`config.mk`:
```
export PLATFORM = sky130hd
export DESIGN_NAME = a2d_intf_flat
export DESIGN_NICKNAME = d
export VERILOG_FILES = /design/src/rtl/a2d_intf_if.sv /design/src/rtl/a2d_intf.sv /design/src/flat_wrapper.sv
export SDC_FILE = /design/constraint.sdc
export NUM_CORES = 1
export LEC_CHECK = 0
export BUFFER_PORTS_ARGS = -buffer_cell sky130_fd_sc_hd__buf_2
export CAP_MARGIN = 20
export CORE_MARGIN = 2
export CORE_UTILIZATION = 45
export CTS_CLUSTER_SIZE = 16
export DETAILED_ROUTE_END_ITERATION = 10
export GPL_TIMING_DRIVEN = 0
export SLEW_MARGIN = 20
export SYNTH_ARGS = -nofsm -noshare
export SYNTH_HDL_FRONTEND = slang
export SYNTH_SLANG_ARGS = --single-unit
```
`constraint.sdc`:
```
create_clock -name clk -period 6 [get_ports clk]
set_clock_uncertainty 0.2 [all_clocks]
set_input_delay 0.3 -clock clk [delete_from_list [all_inputs] [get_ports clk]]
set_output_delay 0.3 -clock clk [all_outputs]
set_load 0.05 [all_outputs]
```
`src/rtl/a2d_intf_if.sv`:
```
// rtl/a2d_intf_if.sv - conversion handshake and SPI pins between motion_cntrl, a2d_intf and the converter
interface a2d_intf_if;
    logic        start_conv;
    logic [2:0]  chnnl;
    logic        cnv_cmplt;
    logic [11:0] A2D_res;
    logic        SS_n;
    logic        SCLK;
    logic        MOSI;
    logic        MISO;

    modport master (
        input  start_conv, chnnl, MISO,
        output cnv_cmplt, A2D_res, SS_n, SCLK, MOSI
    );

    modport slave (
        output start_conv, chnnl, MISO,
        input  cnv_cmplt, A2D_res, SS_n, SCLK, MOSI
    );
endinterface

```
`src/rtl/a2d_intf.sv`:
```
// rtl/a2d_intf.sv - SPI master running a command frame and a result frame per 12-bit A2D conversion
module a2d_intf #(
    parameter int DEAD_CYC = 32
) (
    input  logic         clk,
    input  logic         rst_n,
    a2d_intf_if.master   bus
);
    typedef enum logic [1:0] {IDLE, TX1, DEAD, TX2} state_t;

    state_t      state_q, state_d;
    logic [4:0]  sclk_div_q, sclk_div_d;
    logic [15:0] tx_shift_q, tx_shift_d;
    logic [11:0] rx_shift_q, rx_shift_d;
    logic [4:0]  rise_cnt_q, rise_cnt_d;
    logic        first_fall_q, first_fall_d;
    logic [7:0]  dead_cnt_q, dead_cnt_d;
    logic [2:0]  chnnl_q, chnnl_d;
    logic        ss_n_q, ss_n_d;
    logic        cnv_cmplt_q, cnv_cmplt_d;
    logic [11:0] a2d_res_q, a2d_res_d;
    logic        enter_frame;
    logic        sclk_rise;
    logic        sclk_wrap;

    assign sclk_rise = (sclk_div_q == 5'd15);
    assign sclk_wrap = (sclk_div_q == 5'd31);

    always_comb begin
        state_d      = state_q;
        sclk_div_d   = sclk_div_q;
        tx_shift_d   = tx_shift_q;
        rx_shift_d   = rx_shift_q;
        rise_cnt_d   = rise_cnt_q;
        first_fall_d = first_fall_q;
        dead_cnt_d   = dead_cnt_q;
        chnnl_d      = chnnl_q;
        ss_n_d       = ss_n_q;
        cnv_cmplt_d  = cnv_cmplt_q;
        a2d_res_d    = a2d_res_q;
        enter_frame  = 1'b0;

        case (state_q)
            IDLE: begin
                if (bus.start_conv) begin
                    state_d     = TX1;
                    chnnl_d     = bus.chnnl;
                    cnv_cmplt_d = 1'b0;
                    enter_frame = 1'b1;
                end
            end
            TX1, TX2: begin
                // Frame ends on the wrap after the 16th rise; the divider stays at 31 so SCLK idles high
                if (sclk_wrap && (rise_cnt_q == 5'd16)) begin
                    ss_n_d = 1'b1;
                    if (state_q == TX1) begin
                        state_d    = DEAD;
                        dead_cnt_d = 8'd0;
                    end else begin
                        state_d     = IDLE;
                        a2d_res_d   = rx_shift_q;
                        cnv_cmplt_d = 1'b1;
                    end
                end else begin
                    sclk_div_d = sclk_div_q + 5'd1;
                    if (sclk_rise) begin
                        // Only the last 12 bits survive; the upper nibble shifts out the top
                        rx_shift_d = {rx_shift_q[10:0], bus.MISO};
                        rise_cnt_d = rise_cnt_q + 5'd1;
                    end
                    if (sclk_wrap) begin
                        first_fall_d = 1'b0;
                        if (!first_fall_q) begin
                            tx_shift_d = {tx_shift_q[14:0], 1'b0};
                        end
                    end
                end
            end
            DEAD: begin
                dead_cnt_d = dead_cnt_q + 8'd1;
                if (dead_cnt_q == 8'(DEAD_CYC - 1)) begin
                    state_d     = TX2;
                    enter_frame = 1'b1;
                end
            end
            default: state_d = IDLE;
        endcase

        // Both frames carry the same command word so the converter stays on the latched channel
        if (enter_frame) begin
            ss_n_d       = 1'b0;
            sclk_div_d   = 5'b10111;
            rise_cnt_d   = 5'd0;
            first_fall_d = 1'b1;
            tx_shift_d   = {2'b00, chnnl_d, 11'h000};
        end
    end

    always_ff @(posedge clk or negedge rst_n) begin
        if (!rst_n) begin
            state_q      <= IDLE;
            sclk_div_q   <= 5'h1F;
            tx_shift_q   <= 16'h0000;
            rx_shift_q   <= 12'h000;
            rise_cnt_q   <= 5'd0;
            first_fall_q <= 1'b0;
            dead_cnt_q   <= 8'd0;
            chnnl_q      <= 3'd0;
            ss_n_q       <= 1'b1;
            cnv_cmplt_q  <= 1'b0;
            a2d_res_q    <= 12'h000;
        end else begin
            state_q      <= state_d;
            sclk_div_q   <= sclk_div_d;
            tx_shift_q   <= tx_shift_d;
            rx_shift_q   <= rx_shift_d;
            rise_cnt_q   <= rise_cnt_d;
            first_fall_q <= first_fall_d;
            dead_cnt_q   <= dead_cnt_d;
            chnnl_q      <= chnnl_d;
            ss_n_q       <= ss_n_d;
            cnv_cmplt_q  <= cnv_cmplt_d;
            a2d_res_q    <= a2d_res_d;
        end
    end

    assign bus.SS_n      = ss_n_q;
    assign bus.SCLK      = sclk_div_q[4];
    assign bus.MOSI      = tx_shift_q[15];
    assign bus.cnv_cmplt = cnv_cmplt_q;
    assign bus.A2D_res   = a2d_res_q;
endmodule
```
`src/flat_wrapper.sv`:
```
// flat-port wrapper written by rule: the top's interface ports become plain ports
module a2d_intf_flat 
#(
    parameter int DEAD_CYC = 32
)
  (clk, rst_n, bus_start_conv, bus_chnnl, bus_MISO, bus_cnv_cmplt, bus_A2D_res, bus_SS_n, bus_SCLK, bus_MOSI);
  a2d_intf_if bus_i ();
  input  logic clk;
  input  logic rst_n;
  input wire logic [$bits(bus_i.start_conv)-1:0] bus_start_conv;
  input wire logic [$bits(bus_i.chnnl)-1:0] bus_chnnl;
  input wire logic [$bits(bus_i.MISO)-1:0] bus_MISO;
  output wire logic [$bits(bus_i.cnv_cmplt)-1:0] bus_cnv_cmplt;
  output wire logic [$bits(bus_i.A2D_res)-1:0] bus_A2D_res;
  output wire logic [$bits(bus_i.SS_n)-1:0] bus_SS_n;
  output wire logic [$bits(bus_i.SCLK)-1:0] bus_SCLK;
  output wire logic [$bits(bus_i.MOSI)-1:0] bus_MOSI;
  assign bus_i.start_conv = bus_start_conv;
  assign bus_i.chnnl = bus_chnnl;
  assign bus_i.MISO = bus_MISO;
  assign bus_cnv_cmplt = bus_i.cnv_cmplt;
  assign bus_A2D_res = bus_i.A2D_res;
  assign bus_SS_n = bus_i.SS_n;
  assign bus_SCLK = bus_i.SCLK;
  assign bus_MOSI = bus_i.MOSI;
  a2d_intf #(.DEAD_CYC(DEAD_CYC)) u_core (.clk(clk), .rst_n(rst_n), .bus(bus_i));
endmodule
```
==> results.txt <==
CP max stage cell - dfstp_2
die width - 79.7 µm
fin crit share - 42.3%
number of diodes - 0
crit path max fanout - 10
Worst Path Arrival - 2.56 ns
Net Count, Synth - 229
Via Count - 1631
# rows - 27
first-pass GRT wire length - 8160 µm
aggregate negative setup slack - 0 ns
clock latency on the worst-skew pair - 0.32 ns
Routed Antenna Nets - 0
# resized after CTS - 0
drt via density - 5.18
Top Family by Delay on Critical Path - flip-flops
fmax - 394 MHz
largest stage delay on the critical path - 0.57 ns
CP Cell Sequence - ha_1 -> and3_1 -> ha_1 -> o21a_1 -> a21boi_2 -> buf_4 -> mux2_2
antenna violations before repair - 0
DRC - 0
pins over their slew limit - 0
First-pass DRT Iterations - 4
RSZ-0062 raised after global routing - no
Yosys cell types - 44
Synth Flop Type - dfrtp_1
clk sinks - 55
CP Data Required Time - 6.02 ns
die footprint - 6360 µm²
Root Buffer - clkbuf_8
CP Launch Type - flip-flop
worst path bufs/invs - 1
P_leak - 1.43 nW
Hold Vio Cnt, Final - 0
Post-Syn Area - 2580 µm²
worst min path class - input pin to flip-flop
total wire length - 4480 µm
final net count - 260
clk slew on worst S/H paths - 0.12 ns
Total GRT Usage - 16.5%
Final min period - 2.54 ns
max cap viols - 0
CTS H-tree lvls - 2
Post-CTS Setup Bufs - 0
average routed wire per standard cell - 14.2 µm
effective utilization at floorplan - 46.9%
remaining global-route overflow - 0
status - completed
endpoints failing setup - 0
Ys Warns - 0
die height - 79.7 µm
core area - 5510 µm²
number of flops mapped to enable cells by yosys - 0
Worst slew margin - 54.2%
worst slew pin tran - 0.687 ns
post-DP HPWL - 3020 µm
syn avg cell area - 12.2 µm²
Clock Tree Buf Depth - 2
power consumption - 0.00102 W
num ports - 23
share of cells above drive strength 1 - 30.9%
Critical Path End Type - flip-flop
most frequent CP cell - ha_1
CTS tree - built
sequential area share after synthesis - 53.6%
critical path class - flip-flop to flip-flop
CTS Buf Count - 5
number of global-route vias before repair - 1704
largest net degree at the start of global routing - 56
initial drt markers - 44
Pwr per Cell Area - 351 nW/µm²
Max VDD drop - 0.000201 V
Port Buffers - 22
RD Place Congestion - 0.759
Synth Instances - 211
fraction of registers with async set/reset - 100%
Area Overhead vs Synth - 12.6%
post-synthesis register bit count - 55
-- worst register-to-register path, delay by kind of cell, from the launching register on --
kind / cells / cell delay [ns]
flops: 1 / 0.57
compound gates: 2 / 0.49
fa+ha+maj: 2 / 0.38
mux: 1 / 0.35
buf+inv: 1 / 0.26
simple gates: 1 / 0.19
-- layout make-up --
cell class	count	area, µm²
Timing Repair Buffer	24	133
Clock buffer	5	68.8
Inverter	8	30.0
Tap cell	72	90.1
Fill cell	498	2600
Clock inverter	3	33.8
Sequential cell	55	1380
Multi-Input combinational cell	141	1120
Buffer	7	42.5
-- stage by stage --
| step | std cells | worst slack [ns] | utilization [%] | hold slack [ns] | area [µm²] |
|---|---|---|---|---|---|
| after CTS | 314 | 3.42 | 52.6 | 0.00128 | 2900 |
| after floorplan | 211 | 3.72 | - | -0.196 | 2580 |
| final | 315 | 3.46 | 52.8 | 0.0287 | 2910 |
| after global routing | 315 | 3.30 | 52.8 | 0.0306 | 2910 |
| after global placement | 305 | 3.45 | 50.5 | 0.250 | 2780 |
| after detailed placement | 305 | 3.44 | 50.6 | 0.199 | 2780 |
-- cells in the mapped netlist, drive strengths merged (2+ instances only) --
cell | number | area [µm²]
nor2 | 12 | 45.0
mux2 | 28 | 315
inv | 8 | 30.0
nor3b | 2 | 15.0
nand3b | 3 | 22.5
nand2 | 15 | 56.3
xnor2 | 3 | 26.3
and3 | 3 | 18.8
or4 | 2 | 15.0
nor2b | 2 | 12.5
mux2i | 6 | 60.1
a21oi | 5 | 28.8
buf | 6 | 38.8
dfstp | 6 | 158
nand4 | 2 | 12.5
o221ai | 2 | 17.5
dfrtp | 49 | 1230
ha | 11 | 138
a31oi | 3 | 33.8
a211o | 2 | 17.5
nor4b | 3 | 41.3
xor2 | 2 | 17.5
o31ai | 3 | 22.5
o21ai | 6 | 30.0
a21boi | 2 | 18.8
a21o | 3 | 22.5
nor3 | 2 | 10.0
nand3 | 10 | 50.1
-- metal layers --
layer	GRT usage [%]	share of wire, %	up-vias
met5	0	0	-
met4	6.10	1.6	0
met3	3.28	3.0	6
met2	26.1	44	18
met1	22.5	52	791
li1	-	-	816
-- flip-flops by register name, indices dropped and copies added (netlist names), 2 cells and up --
name,cells
u_core.bus.A2D_res,12
u_core.chnnl_q,3
u_core.dead_cnt_q,8
u_core.rise_cnt_q,5
u_core.rx_shift_q,12
u_core.sclk_div_q,5
u_core.state_q,2
u_core.tx_shift_q,5
-- power breakdown --
group	internal, W	leakage, nW	total, W	switching, W
logic	0.000133	0.657	0.000288	0.000155
registers	0.000454	0.722	0.000504	0.0000496
clock network	0.0000890	0.0519	0.000228	0.000139
-- path summary, 6_finish.rpt --
kind / from / end / slack (ns) / cells past startpoint
max: u_core.sclk_div_q[0]$_DFFE_PN1P_ / u_core.rx_shift_q[6]$_DFFE_PN0P_ / 3.46 / 7
min: bus_chnnl[0] / u_core.chnnl_q[0]$_DFF_PN0_ / 0.03 / 2
max reg2reg: u_core.sclk_div_q[0]$_DFFE_PN1P_ / u_core.rx_shift_q[6]$_DFFE_PN0P_ / 3.46 / 7
min reg2reg: u_core.bus.SS_n$_DFFE_PN1P_ / u_core.bus.SS_n$_DFFE_PN1P_ / 0.27 / 2
max in group asynchronous: rst_n / u_core.dead_cnt_q[4]$_DFFE_PN0P_ / 4.79 / 2
min in group asynchronous: rst_n / u_core.bus.A2D_res[1]$_DFFE_PN0P_ / 0.36 / 2
-- placed cells by master, fill, tap and decap left out, types with 3 or more instances in the layout --
cell type	synthesis	routed
a21o_1	3	3
a21oi_1	4	4
and3_1	3	3
buf_2	4	25
clkbuf_8	0	5
dfrtp_1	49	49
dfstp_2	6	6
ha_1	11	11
inv_1	8	8
mux2_2	28	28
mux2i_1	6	6
nand2_1	15	15
nand3_1	10	10
nand3b_1	3	3
nor2_1	12	12
o21ai_0	6	6
o31ai_1	3	3
xnor2_1	3	3
-- kinds of logic (layout without fill, tap and decap cells) --
group	after synthesis	count (layout)	synth area share (%)
XOR/XNOR	5	5	1.70
buffers and inverters	15	47	2.81
AND/OR/NAND/NOR	59	59	12.7
flip-flops	55	55	53.6
adder cells (fa/ha/maj)	11	11	5.33
AO/OA/AOI/OAI	32	32	9.36
multiplexers	34	34	14.5
-- timing repair --
| action | 4_1_cts | 5_1_grt |
|---|---|---|
| setup endpoints to repair | 0 | 0 |
| hold endpoints to repair | 49 | 1 |
| hold buffers | 1 | 1 |
No activity file was read; power rests on OpenSTA's default activity.
